--- config.mk ---
export PLATFORM = sky130hd
export DESIGN_NAME = key_debounce
export DESIGN_NICKNAME = d
export VERILOG_FILES = /design/src/rtl/key_debounce.sv
export SDC_FILE = /design/constraint.sdc
export NUM_CORES = 1
export LEC_CHECK = 0
export CORE_MARGIN = 5
export CORE_UTILIZATION = 50
export CTS_CLUSTER_DIAMETER = 30
export DETAILED_ROUTE_END_ITERATION = 12
export PLACE_DENSITY_LB_ADDON = 0.3
export SLEW_MARGIN = 30
export SYNTH_ARGS = -nofsm -noshare
export SYNTH_HDL_FRONTEND = slang
export SYNTH_SLANG_ARGS = --single-unit
--- constraint.sdc ---
create_clock -name sys_clk -period 1.85 [get_ports sys_clk]
set_input_delay 0.185 -clock sys_clk [delete_from_list [all_inputs] [get_ports sys_clk]]
set_output_delay 0.185 -clock sys_clk [all_outputs]
set_load 0.05 [all_outputs]
--- src/rtl/key_debounce.sv ---
// Push-button debouncer: 2-flop synchronizer feeding a press/release filter FSM with
// one-cycle press, release and long-press pulses.
module key_debounce #(
  parameter int unsigned DEBOUNCE_CYCLES = 1_000_000,
  parameter int unsigned LONG_CYCLES     = 50_000_000
) (
  input  logic sys_clk,
  input  logic sys_rst,
  input  logic key,
  output logic key_value,
  output logic key_press,
  output logic key_release,
  output logic key_long
);

  localparam int unsigned CntW  = $clog2(LONG_CYCLES) + 1;
  localparam int unsigned FcntW = $clog2(DEBOUNCE_CYCLES) + 1;

  localparam logic [CntW-1:0]  CntOne    = CntW'(1);
  localparam logic [CntW-1:0]  CntDebEnd = CntW'(DEBOUNCE_CYCLES - 1);
  localparam logic [CntW-1:0]  CntLong   = CntW'(LONG_CYCLES);
  localparam logic [CntW-1:0]  CntLongM1 = CntW'(LONG_CYCLES - 1);
  localparam logic [FcntW-1:0] FcntOne   = FcntW'(1);
  localparam logic [FcntW-1:0] FcntEnd   = FcntW'(DEBOUNCE_CYCLES - 1);

  typedef enum logic [1:0] {
    StIdle,
    StPressFilt,
    StPressed,
    StRelFilt
  } state_e;

  state_e            state_q, state_d;
  logic [1:0]        sync_q;
  logic              key_s;
  logic [CntW-1:0]   cnt_q, cnt_d;
  logic [FcntW-1:0]  fcnt_q, fcnt_d;
  logic              value_q, value_d;
  logic              press_q, press_d;
  logic              release_q, release_d;
  logic              long_q, long_d;

  assign key_s = sync_q[1];

  always_ff @(posedge sys_clk) begin
    if (sys_rst) begin
      sync_q    <= 2'b11;
      state_q   <= StIdle;
      cnt_q     <= '0;
      fcnt_q    <= '0;
      value_q   <= 1'b1;
      press_q   <= 1'b0;
      release_q <= 1'b0;
      long_q    <= 1'b0;
    end else begin
      sync_q    <= {sync_q[0], key};
      state_q   <= state_d;
      cnt_q     <= cnt_d;
      fcnt_q    <= fcnt_d;
      value_q   <= value_d;
      press_q   <= press_d;
      release_q <= release_d;
      long_q    <= long_d;
    end
  end

  always_comb begin
    state_d   = state_q;
    cnt_d     = cnt_q;
    fcnt_d    = fcnt_q;
    value_d   = value_q;
    press_d   = 1'b0;
    release_d = 1'b0;
    long_d    = 1'b0;
    unique case (state_q)
      StIdle: begin
        if (!key_s) begin
          state_d = StPressFilt;
          cnt_d   = CntOne;
        end else begin
          cnt_d = '0;
        end
      end
      StPressFilt: begin
        if (key_s) begin
          state_d = StIdle;
          cnt_d   = '0;
        end else if (cnt_q == CntDebEnd) begin
          state_d = StPressed;
          value_d = 1'b0;
          press_d = 1'b1;
          cnt_d   = '0;
        end else begin
          cnt_d = cnt_q + CntOne;
        end
      end
      StPressed: begin
        // Saturation means the LONG-1 -> LONG step happens once per press.
        if (cnt_q != CntLong) begin
          cnt_d  = cnt_q + CntOne;
          long_d = (cnt_q == CntLongM1);
        end
        if (key_s) begin
          state_d = StRelFilt;
          fcnt_d  = FcntOne;
        end
      end
      StRelFilt: begin
        if (!key_s) begin
          state_d = StPressed;
          fcnt_d  = '0;
        end else if (fcnt_q == FcntEnd) begin
          state_d   = StIdle;
          value_d   = 1'b1;
          release_d = 1'b1;
          cnt_d     = '0;
          fcnt_d    = '0;
        end else begin
          fcnt_d = fcnt_q + FcntOne;
        end
      end
      default: state_d = StIdle;
    endcase
  end

  assign key_value   = value_q;
  assign key_press   = press_q;
  assign key_release = release_q;
  assign key_long    = long_q;

endmodule

* Word level (Yosys, flattened, before mapping)
Index checks and enable logic that the tools add are counted.
Storage, ports and cells: bits of input ports 3, register bits 56
Operators by class: eq/ne operators 16, $add $sub $neg 2, muxes and demuxes 25, reductions and logical operators 10, bitwise logic cells 5
Operators with widths (count):
- 27-bit 2-to-1 mux | 5
- 27-bit case mux with 4 select lines | 1
- 21-bit 2-to-1 mux | 3
- 21-bit case mux with 2 select lines | 1
- 27-bit by 1-bit adder with 27-bit output, second input constant | 1
- 27-bit by 20-bit == test with 1-bit output, second input constant | 1
- 27-bit by 26-bit == test with 1-bit output, second input constant | 1
- 27-bit by 26-bit inequality test with 1-bit output, second input constant | 1
- 21-bit by 1-bit adder with 21-bit output, second input constant | 1
- 21-bit by 20-bit == test with 1-bit output, second input constant | 1
- 2-bit inequality test, second input constant | 7
- 2-bit 2-to-1 mux | 6
- 3-bit OR reduction | 3
- 2-bit case mux with 4 select lines | 1
- 1-bit 2-to-1 mux | 7
- 3-bit inequality test, second input constant | 2
- 1-bit inverter | 5
- 5-bit AND reduction | 1
- 2-bit == test, second input constant | 2
- 4-bit AND reduction | 1
- 2-bit nonzero test | 2
- 3-bit AND reduction | 1
- 2-bit by 1-bit == test with 1-bit output, second input constant | 1
- 2-bit logical NOT | 1
- 2 further kinds | 2

* Depth between registers and ports, before layout
depth after elaboration 4, mapped depth 9, gate-level depth less buffers 7

* Worst setup path before layout
No wires, ideal clock.
path type register to register, start reg cnt_q[0], end reg cnt_q[26], period minus slack after synthesis 1.986 ns, cell stages (with the launch flop) 7, required time 1.722 ns, arrival time 1.858 ns, library setup time 0.128 ns, slack -0.136 ns, path through dfxtp_1 -> ha_1 -> nand4_1 -> nor4_1 -> nand3_1 -> a211oi_1 -> o32ai_1
Between the ends: word-level cells in the longest chain between the ends 4, elaborated cells on any way between the ends 9, classes of those cells add/sub: 1; eq/ne: 3; mux: 4; reduce/logical: 1
RTL lines:
- from (decl) | RTL line 36 | logic [CntW-1:0] cnt_q, cnt_d;
- from (signal assigned) | RTL line 58 | cnt_q <= cnt_d;
- 27-bit by 1-bit adder with 27-bit output / 27-bit by 20-bit == test with 1-bit output (equally long branches) | RTL line 94, 100, 88
- 27-bit 2-to-1 mux | RTL line 88 | end else if (cnt_q == CntDebEnd) begin
- 27-bit 2-to-1 mux | RTL line 85 | if (key_s) begin
- 27-bit case mux with 4 select lines | RTL line 75 | unique case (state_q)
Parallel ways exist; a longest one is shown, timed or not. The select of a mux whose other input is x is not followed. A chain may end at the register's enable or synchronous reset.

* Worst setup path after layout
start reg cnt_q[0], end reg cnt_q[7]
Same word-level chain as after synthesis.

==> flow_summary.rst <==
.. list-table::
   :header-rows: 1

   * - Metric
     - Value
   * - Result of the run
     - finished, violations left
   * - Violations in the final reports
     - negative setup slack
   * - Number of nets with antenna violations after routing
     - 0
   * - Number of hold violations in the final report
     - 0
   * - Max Fanout on Critical Path
     - 11
   * - Crit start category
     - flip-flop
   * - Clock root cell
     - sky130_fd_sc_hd__clkbuf_8
   * - Setup violation total in the final timing report
     - 27
   * - Syn Std Cell Area
     - 0.00310 mm2
   * - Fmax
     - 488 MHz
   * - Number of nets produced by synthesis
     - 397
   * - Required time reported for the critical path endpoint
     - 2.07 ns
   * - Worst stage delay on the critical path
     - between 0.4 and 0.5 ns
   * - Fraction of registers with async set/reset
     - 0%
   * - Highest metal layer used by the detailed router
     - met4
   * - Combined flip-flop and latch cell area
     - roughly 0.0011 mm2
   * - Routability congestion estimate from global placement
     - 0.938
   * - Met2 routed wirelength
     - 4310 um
   * - Rows
     - 28
   * - Sink Count
     - 56
   * - First-pass GRT wire length
     - roughly 14000 um
   * - Total of hold buffers inserted after clock tree synthesis
     - 0
   * - Worst slew margin
     - 67.2%
   * - Peak supply drop
     - 0.000530 V
   * - Crit. End Element
     - flip-flop
   * - Max-slew violation count
     - 0
   * - Max-Cap Viols
     - 0
   * - Net switching fraction of the power
     - approximately 23%
   * - GRT Overall Usage
     - 22.8%
   * - Data arrival time at the worst-slack endpoint
     - 2.27 ns
   * - Fill cells
     - 449
   * - Antenna violations before repair
     - 0
   * - Utilization after layout
     - 68.7%
   * - Area growth from synthesis to layout
     - 32.0%
   * - Number of buffers between clock root and the deepest sink
     - 2
   * - CTS HTree Levels
     - 2
   * - Final design instance area without fill
     - 0.00409 mm2
   * - Area enclosed by the die boundary
     - 0.00787 mm2
   * - Drt drc
     - 0
   * - Vias
     - between 3000 and 4000
   * - Ant. Diodes
     - 0
   * - Cells along the critical path
     - inv_2, ha_1, or4b_4, nor4_4, and3_4, buf_12, a211oi_1, o32ai_1
   * - Setup slack on the worst flop-to-flop path
     - -0.20 ns
   * - Proportion of netlist area held by the largest area contributor
     - 36.2%
   * - Clock network power share
     - 39.2%
   * - Switching power of the nets
     - 0.000476 W
   * - Top cell family by delay on the critical path
     - simple AND/OR/NAND/NOR gates
   * - Starting density of the core
     - 52.0%
   * - Final net count
     - around 460
   * - Clock tree from TritonCTS
     - yes
   * - Inserted Clock Buffers
     - 5
   * - Worst hold path type
     - in -> reg
   * - Horizontal extent of the die
     - 88.7 um
   * - Power share of the combinational group
     - under 10%
   * - Period utilization
     - 111%
   * - Sequential power share
     - 57.1%
   * - Yosys synthesis warning count
     - 0
   * - Chip height
     - slightly below 90 um
   * - Count of different cell masters after synthesis
     - 42
   * - Cell types occupying the most area after synthesis
     - sky130_fd_sc_hd__dfxtp_1 36%, sky130_fd_sc_hd__o32ai_1 6.8%, sky130_fd_sc_hd__a211oi_1 5.8%
   * - Final period demand of the worst path
     - 2.05 ns
   * - Setup Skew
     - around 0.010 ns
   * - Total Negative Setup Slacks
     - -4.10 ns
   * - # IOs
     - 7
   * - Detailed router's first-iteration violation count
     - around 300
   * - Static leakage
     - 1.36 nW
   * - Aggregate routed wire length
     - 8860 um
   * - Routed length on met3
     - 534 um
   * - Number of iterations in the first detailed-routing pass
     - 7
   * - Multi-input gate area in the final layout
     - 0.00198 mm2
   * - Clock transition at the registers of the reported paths
     - roughly 0.11 ns
   * - DR WL/cell
     - 16.8 um
   * - Internal power consumption
     - ~0.0016 W
   * - Routed met1 length
     - 3880 um
   * - Fraction of layout instances using a drive strength above 1
     - 31.6%
   * - Post-DP HPWL
     - 5850 um
   * - Final setup margin
     - -0.201 ns
   * - Portion of the post-synthesis area used by sequential elements
     - 36.2%
   * - Synth area leader
     - sky130_fd_sc_hd__dfxtp_1
   * - Area inside the core boundary
     - slightly below 0.006 mm2
   * - Library cell contributing the largest single delay on the critical path
     - sky130_fd_sc_hd__or4b_4
   * - Dpl cell area
     - 0.00372 mm2
   * - Congestion Overflow GR
     - 0
   * - Critical path buffers and inverters
     - 2
   * - Number of flops mapped to enable cells by yosys
     - 0
   * - Maximum number of pins on one net before global-route repair
     - 27
   * - Crit path kind
     - reg -> reg
   * - Post-synthesis cell count
     - 391
   * - Buffers on Ports
     - 6
   * - Vias per cell
     - 6.17
   * - Setup repair after global routing missed its margin
     - true
   * - Count of state elements after synthesis
     - between 50 and 60
   * - Power per standard cell area
     - just over 500 mW/mm2
   * - Flip-flop cell with the highest count after synthesis
     - sky130_fd_sc_hd__dfxtp_1
   * - Worst skew pair latency
     - about 0.32 ns
   * - Mapped Avg Cell Area
     - between 7 and 8 um2
   * - Via count of the first global-routing pass
     - 3033
   * - Slew at the pin closest to its max-slew limit
     - approximately 0.49 ns
-- cells in the mapped netlist, types with 2 or more instances --
master,instances
sky130_fd_sc_hd__dfxtp_1,56
sky130_fd_sc_hd__nor2_1,40
sky130_fd_sc_hd__nand2_1,29
sky130_fd_sc_hd__inv_1,27
sky130_fd_sc_hd__a211oi_1,24
sky130_fd_sc_hd__o32ai_1,24
sky130_fd_sc_hd__or3_1,21
sky130_fd_sc_hd__nand3_1,20
sky130_fd_sc_hd__clkbuf_1,18
sky130_fd_sc_hd__nand4_1,17
sky130_fd_sc_hd__nor3_1,13
sky130_fd_sc_hd__or2_2,11
sky130_fd_sc_hd__xnor2_1,11
sky130_fd_sc_hd__a21oi_1,8
sky130_fd_sc_hd__xor2_1,8
sky130_fd_sc_hd__and4_1,6
sky130_fd_sc_hd__nand2b_1,6
sky130_fd_sc_hd__nor4_1,6
sky130_fd_sc_hd__and3_1,5
sky130_fd_sc_hd__buf_2,5
sky130_fd_sc_hd__nor4b_1,4
sky130_fd_sc_hd__buf_4,3
sky130_fd_sc_hd__ha_1,3
sky130_fd_sc_hd__o21ai_0,3
sky130_fd_sc_hd__or4_1,3
sky130_fd_sc_hd__a31oi_1,2
sky130_fd_sc_hd__nor3b_1,2
sky130_fd_sc_hd__o21bai_1,2
-- timing repair --
item,in CTS,in global routing
cloned,0,4
pin swaps,4,5
setup endpoints to repair,27,43
gates resized for setup,20,28
buffers inserted,1,3
-- cells by family after synthesis --
logic type | after synthesis | share of synthesized area, %
AND/OR/NAND/NOR | 189 | 32.7
buffers and inverters | 54 | 7.11
flip-flops | 56 | 36.2
adder cells (fa/ha/maj) | 3 | 1.21
AO/OA/AOI/OAI | 69 | 17.1
multiplexers | 1 | 0.323
XOR/XNOR | 19 | 5.37
-- area by class of cell --
class                           count  area share (%)
Multi-Input combinational cell    282            48.4
Sequential cell                    56            27.8
Clock buffer                        5            1.68
Clock inverter                      3            1.04
Tap cell                           75            2.29
Timing Repair Buffer               80            16.3
Inverter                           27            2.48
-- sequential cells by signal, summed over array words and instances (netlist names), named ones only --
name and flops:
key_long 1, key_release 1, fcnt_q 21, cnt_q 27, key_press 1, state_q 1, sync_q 2, key_value 1
-- power groups by stage --
stage          Combinational [W]  Clock (W)  Sequential (W)
6_report               0.0000769   0.000829         0.00121
5_1_grt                0.0000836   0.000887         0.00121
4_1_cts                0.0000709   0.000842         0.00121
3_5_place_dp           0.0000686          0         0.00124
3_3_place_gp           0.0000675          0         0.00124
2_1_floorplan          0.0000458          0         0.00124
-- worst register-to-register path: cells and delay by family, from the launching register on --
family | cells | cell delay [ns]
and+or+nand+nor | 3 | 0.90
DFF | 1 | 0.36
AOI/OAI and AO/OA | 2 | 0.37
buffers and inverters | 2 | 0.20
adders and majority gates | 1 | 0.12
-- per-stage QoR --
step	worst slack [ns]	total power [W]	hold WS (ns)	cells
2_1_floorplan	-0.0383	0.00128	0.289	391
3_3_place_gp	-0.114	0.00131	0.396	512
3_5_place_dp	-0.195	0.00131	0.411	512
4_1_cts	-0.122	0.00212	0.315	521
5_1_grt	-0.273	0.00218	0.336	528
6_report	-0.201	0.00211	0.322	528
-- metal layers --
metal,GRT usage (%),vias up
li1,-,1562
met3,3.45,14
met1,29.9,1557
met2,37.7,126
met5,0,-
met4,8.10,0
-- layout by cell type (no fill, tap or decap), types with 7 or more instances in the layout --
cell type / Yosys / routed
sky130_fd_sc_hd__or2_2: 11 / 11
sky130_fd_sc_hd__o32ai_1: 24 / 23
sky130_fd_sc_hd__nand4_1: 17 / 17
sky130_fd_sc_hd__nand2_1: 29 / 29
sky130_fd_sc_hd__xnor2_1: 11 / 11
sky130_fd_sc_hd__dfxtp_2: 0 / 7
sky130_fd_sc_hd__a211oi_1: 24 / 15
sky130_fd_sc_hd__buf_4: 3 / 61
sky130_fd_sc_hd__or3_4: 0 / 7
sky130_fd_sc_hd__nor3_1: 13 / 9
sky130_fd_sc_hd__inv_1: 27 / 26
sky130_fd_sc_hd__dfxtp_1: 56 / 47
sky130_fd_sc_hd__xor2_1: 8 / 8
sky130_fd_sc_hd__nor2_1: 40 / 39
sky130_fd_sc_hd__a211oi_2: 0 / 9
sky130_fd_sc_hd__buf_6: 0 / 7
sky130_fd_sc_hd__nand3_1: 20 / 17
sky130_fd_sc_hd__or3_1: 21 / 15
sky130_fd_sc_hd__a21oi_1: 8 / 8
-- final timing paths --
| path | from | end | cells past startpoint |
|---|---|---|---|
| worst min register to register | sync_q[0] | sync_q[1] | 1 |
| worst max-delay path | cnt_q[0] | cnt_q[7] | 8 |
| worst min-delay path | sys_rst | flip-flop | 2 |
| worst max register to register | cnt_q[0] | cnt_q[7] | 8 |
No activity file was read; power rests on OpenSTA's default activity.
